===== src/rtl/demux_1x8_ctrl_pkg.sv =====
// Shared constants, FSM state type and wait-counter sizing for the 1-to-8 routing controller.
package demux_1x8_ctrl_pkg;

  localparam int N_DEST = 8;
  localparam int DEST_W = 3;

  typedef enum logic {
    IDLE = 1'b0,
    SEND = 1'b1
  } state_t;

  // The counter must be able to hold the value TIMEOUT itself.
  function automatic int cnt_width(input int timeout);
    return $clog2(timeout + 1);
  endfunction

endpackage


===== src/rtl/demux_1x8_ctrl_demux.sv =====
// Combinational 1-to-8 demultiplexer: routes 'in' to the output addressed by 's', all others low.
module demux_1x8
  import demux_1x8_ctrl_pkg::*;
(
  input  logic              in,
  input  logic [DEST_W-1:0] s,
  output logic              y0,
  output logic              y1,
  output logic              y2,
  output logic              y3,
  output logic              y4,
  output logic              y5,
  output logic              y6,
  output logic              y7
);

  assign y0 = in && (s == 3'd0);
  assign y1 = in && (s == 3'd1);
  assign y2 = in && (s == 3'd2);
  assign y3 = in && (s == 3'd3);
  assign y4 = in && (s == 3'd4);
  assign y5 = in && (s == 3'd5);
  assign y6 = in && (s == 3'd6);
  assign y7 = in && (s == 3'd7);

endmodule


===== src/rtl/demux_1x8_ctrl.sv =====
// Valid/ready routing controller: registers one item + destination, presents it one-hot until taken.
// out_valid 1 cycle after accept; optional hold timeout via DEMUX_1X8_CTRL_TIMEOUT_EN.
module demux_1x8_ctrl
  import demux_1x8_ctrl_pkg::*;
#(
  parameter int DATA_W  = 8,
  parameter int TIMEOUT = 15
) (
  input  logic              clk,
  input  logic              rst_n,
  input  logic              in_valid,
  output logic              in_ready,
  input  logic [DATA_W-1:0] in_data,
  input  logic [DEST_W-1:0] in_dest,
  output logic [N_DEST-1:0] out_valid,
  input  logic [N_DEST-1:0] out_ready,
  output logic [DATA_W-1:0] out_data,
  output logic [DEST_W-1:0] sel,
  output logic              busy,
  output logic              drop
);

  state_t              r_state;
  logic [DATA_W-1:0]   r_data;
  logic [DEST_W-1:0]   r_sel;

  logic w_busy;
  logic w_take;
  logic w_acc;
  logic w_drop;

  assign w_busy   = (r_state == SEND);
  assign w_take   = w_busy && out_ready[r_sel];
  // Ready depends combinationally on the addressed consumer so a transfer and a new accept share a cycle.
  assign in_ready = !w_busy || w_take;
  assign w_acc    = in_valid && in_ready;

  always_ff @(posedge clk or negedge rst_n) begin
    if (!rst_n) begin
      r_state <= IDLE;
      r_data  <= '0;
      r_sel   <= '0;
    end else if (w_acc) begin
      r_state <= SEND;
      r_data  <= in_data;
      r_sel   <= in_dest;
    end else if (w_take || w_drop) begin
      r_state <= IDLE;
    end
  end

`ifdef DEMUX_1X8_CTRL_TIMEOUT_EN
  localparam int CNT_W = cnt_width(TIMEOUT);

  logic [CNT_W-1:0] r_cnt;
  logic             w_stall;

  assign w_stall = w_busy && !out_ready[r_sel];
  // A transfer in the expiry cycle wins, so drop is qualified by the stall.
  assign w_drop  = w_stall && (r_cnt == CNT_W'(TIMEOUT));

  always_ff @(posedge clk or negedge rst_n) begin
    if (!rst_n) begin
      r_cnt <= '0;
    end else if (w_acc) begin
      r_cnt <= '0;
    end else if (w_stall && (r_cnt != CNT_W'(TIMEOUT))) begin
      r_cnt <= r_cnt + CNT_W'(1);
    end
  end
`else
  assign w_drop = 1'b0;
`endif

  assign busy     = w_busy;
  assign drop     = w_drop;
  assign sel      = r_sel;
  assign out_data = r_data;

  demux_1x8 u_demux (
    .in (w_busy),
    .s  (r_sel),
    .y0 (out_valid[0]),
    .y1 (out_valid[1]),
    .y2 (out_valid[2]),
    .y3 (out_valid[3]),
    .y4 (out_valid[4]),
    .y5 (out_valid[5]),
    .y6 (out_valid[6]),
    .y7 (out_valid[7])
  );

endmodule


===== config.mk =====
export PLATFORM = sky130hd
export DESIGN_NAME = demux_1x8_ctrl
export DESIGN_NICKNAME = d
export VERILOG_FILES = /design/src/rtl/demux_1x8_ctrl_pkg.sv /design/src/rtl/demux_1x8_ctrl_demux.sv /design/src/rtl/demux_1x8_ctrl.sv
export SDC_FILE = /design/constraint.sdc
export NUM_CORES = 1
export LEC_CHECK = 0
export CORE_MARGIN = 2
export CORE_UTILIZATION = 32
export CTS_CLUSTER_SIZE = 30
export DETAILED_ROUTE_END_ITERATION = 10
export PLACE_DENSITY_LB_ADDON = 0.15
export SYNTH_ARGS = -nofsm -noshare
export SYNTH_HDL_FRONTEND = slang
export SYNTH_HIERARCHICAL = 1
export SYNTH_SLANG_ARGS = --single-unit
export TNS_END_PERCENT = 30

===== constraint.sdc =====
create_clock -name clk -period 1.95 [get_ports clk]
set_input_delay 0.2925 -clock clk [delete_from_list [all_inputs] [get_ports clk]]
set_output_delay 0.2925 -clock clk [all_outputs]
set_load 0.005 [all_outputs]

==> reports/summary.md <==
• finished, violations left — result of the run
• setup timing — failing checks
• 44 — I/O pins
• -0.0345 ns — Post-Route Setup TNS
• 0.43 ns — highest cell delay on the worst timing path
• 12 — post-synthesis register bit count
• 1.98 ns — fin crit period
• 0 — Max Cap Viol
• mux2_4, a222oi_1, nand2_1, buf_2 — chain of cells forming the critical path
• -0.0345 ns — crit path setup slack, layout
• 55 — Post-Synthesis Cells
• 0.991 mV — worst IR drop on VDD
• sel[0] — Reg2Reg Launch Point
• compound AO/OA/AOI/OAI gates — kind of cell adding the most delay to the critical path
• 1 — htree depth
• 0.26 ns — Skew-Pair Late Insertion Delay
• 12 — clock tree sinks
• 1710 um — post-detailed-routing wire length
• 0.00371 ns — final setup skew
• 3 — number of buffers created by CTS
• flop to output pin — worst setup path class
• 0.08 ns — Clk pin slew, worst setup/hold paths
• 42 — number of port buffers
• 35.5% — fraction of final layout cells with drive strength greater than 1
• 6 — YS warnings
• 0 — Final ANT Viol Nets
• 0.523 ns — slew of the pin with the lowest slew margin
• 51.5 um — Die Ht
• 12.7 um — DR WL/cell
• 0 — number of enable flip-flop cells after synthesis
• flop — launching element type of the critical path
• 102% — Final period util
• 0 — final hold viol count
• 504 MHz — highest achievable clock rate
• 1 — number of failing setup endpoints in the final timing report
• 2 — Clock Tree Buf Depth
• 0.07 ns — reg-to-reg slack, setup
• 17 — count of standard-cell rows
• 721 um^2 — post-synthesis instance area
• 0 — antenna cell count
• true — setup repair after global routing missed its margin
• 100% — proportion of synthesized flip-flops having asynchronous set or reset
• 13.1 um^2 — mean instance size in the synthesized netlist
• out_data[0] — reg-to-reg endpoint
• 2810 um — wire length of the first global-routing pass
• 13.7% — Total GRT Usage
• 5 — worst-case reg-to-reg path depth
• 0 — DRC violations left
• 130 — Net count, final
• 636 — vias in the first global route
• 0 — total grt overflow
• 0.709 — Final GP Congestion
• sky130_fd_sc_hd__clkbuf_4 — CTS Root Cell
• 17 — largest net degree at the start of global routing
• 4 — Pre-antenna DRT Iters
• 41.7% — portion of the post-synthesis area used by sequential elements
• 632 — detailed-route via count
• input port to asynchronous set/reset pin — kind of path behind the tightest hold check
• done — clock tree from TritonCTS
• sky130_fd_sc_hd__a222oi_1 — Worst path slowest cell
• 0 — initial antenna violation count
• 2650 um^2 — area of the die
• 65.0% — worst slew margin relative to its limit
• 23 — Unique masters post-synth
• 0 — Post-CTS Hold Fix Bufs
• 33.2% — initial standard-cell utilization of the core
• 4.68 — via count normalized by instance count
• 135 — Post-Layout Cell Count
• 75.2% — synthesis-to-finish area growth
• 1 — Worst Path Buf+Inv
• 5 — violation count after the first detailed-routing iteration
• 2170 um^2 — core region area
• 1290 um — post-DP HPWL
• 2 — peak fanout along the critical path
• 1.69 ns — data arrival time of the critical path
• 1530 nW/um^2 — Power per Cell Area
• 0.548 nW — Static Leak
• 51.5 um — horizontal extent of the die
• 1.66 ns — Required @ worst endpoint
• 0.369 ns — final hold slack
• 77 — Synthesized Nets
• sky130_fd_sc_hd__dfrtp_1 — prevailing post-synth register cell
• output pin — Critical Path Sink Type
• 126 — cell total after placement
• 0 — max-slew violation total from the final report
• 1.93 mW — overall power after layout
==> flip-flops by register name, summed over array words and instances (netlist names) <==
signal and cells:
busy 1, out_data 8, sel 3
==> cells in the mapped netlist, drive strengths merged (2+ instances only) <==
cell type / count / area share (%)
mux2: 13 / 25
dfrtp: 12 / 42
nand2: 4 / 2.1
and4b: 3 / 4.7
and4bb: 3 / 5.2
buf: 3 / 4.2
a21oi: 2 / 1.4
inv: 2 / 1.0
==> worst reg2reg max path: cells and delay by family (launching register included) <==
kind | cells | cell delay [ns]
AO/OA/AOI/OAI | 2 | 0.58
buffers and inverters | 1 | 0.18
multiplexers | 2 | 0.59
flip-flops | 1 | 0.42
==> kinds of logic (layout without fill, tap and decap cells) <==
group,after synthesis,count (layout),share of synthesized area (%)
DFF,12,12,41.7
and+or+nand+nor,16,16,18.6
buffers and inverters,5,57,5.21
AOI/OAI and AO/OA,7,7,7.64
muxes,14,14,26.4
other,1,1,0.520
==> how the worst max path moves through the flow <==
| stage | startpoint | to | slack [ns] | depth (start not counted) |
|---|---|---|---|---|
| 3_5_place_dp | out_ready[6] | in_ready | -0.28 | 5 |
| 2_1_floorplan | sel[0] | sel[0] | 0.01 | 6 |
| 3_3_place_gp | out_ready[6] | in_ready | -0.28 | 5 |
| 6_report | sel[0] | in_ready | -0.03 | 4 |
| 4_1_cts | sel[0] | out_valid[4] | -0.01 | 3 |
| 5_1_grt | sel[0] | in_ready | -0.11 | 4 |
==> area by class of cell <==
cell class	instances	area [um^2]
inverters	2	7.51
well taps	28	35.0
flip-flops and latches	12	302
repair buffers	51	493
fillers	218	907
multi-input cells	38	389
clock buffers	4	36.3
==> stage by stage <==
step	worst slack (ns)	utilization, %	instance area (um^2)
6_report	-0.0345	58.2	1260
5_1_grt	-0.113	58.2	1260
4_1_cts	-0.0113	57.9	1260
3_5_place_dp	-0.285	54.3	1180
3_3_place_gp	-0.276	54.3	1180
2_1_floorplan	0.0103	-	722
==> timing repair <==
action | 4_1_cts | 5_1_grt
endpoints found under the setup margin | 5 | 15
gates resized for setup | 6 | 4
pin swaps | 2 | 2
setup buffers | 8 | 0
endpoints found under the hold margin | 0 | 0
==> cells in the final DEF (no fill, tap or decap), drive strengths merged <==
master and n:
and4b 3, conb 1, a222oi 1, dfrtp 12, nand2 4, and2 1
and4bb 3, and4 1, inv 2, clkdlybuf4s50 40, nor4b 1, o31a 1
mux2 13, dlygate4sd2 1, nor2b 1, o2bb2ai 1, a31o 1, mux2i 1
a22o 1, clkbuf 4, a21oi 2, nand2b 1, buf 10, nor2 1
==> per-layer routing <==
layer | GRT usage (%) | vias to the layer above | part of all wire [%]
li1 | - | 305 | -
met1 | 18.0 | 303 | 45
met2 | 24.6 | 24 | 50
met3 | 1.75 | 0 | 5.2
met4 | 1.32 | 0 | 0
met5 | 0 | - | 0
==> where the power goes <==
| part | internal, mW | switching [mW] | total, mW |
|---|---|---|---|
| Combinational | 0.855 | 0.412 | 1.27 |
| Clock | 0.113 | 0.0801 | 0.193 |
| Sequential | 0.378 | 0.0961 | 0.475 |
(Power assumes the default switching activity.)
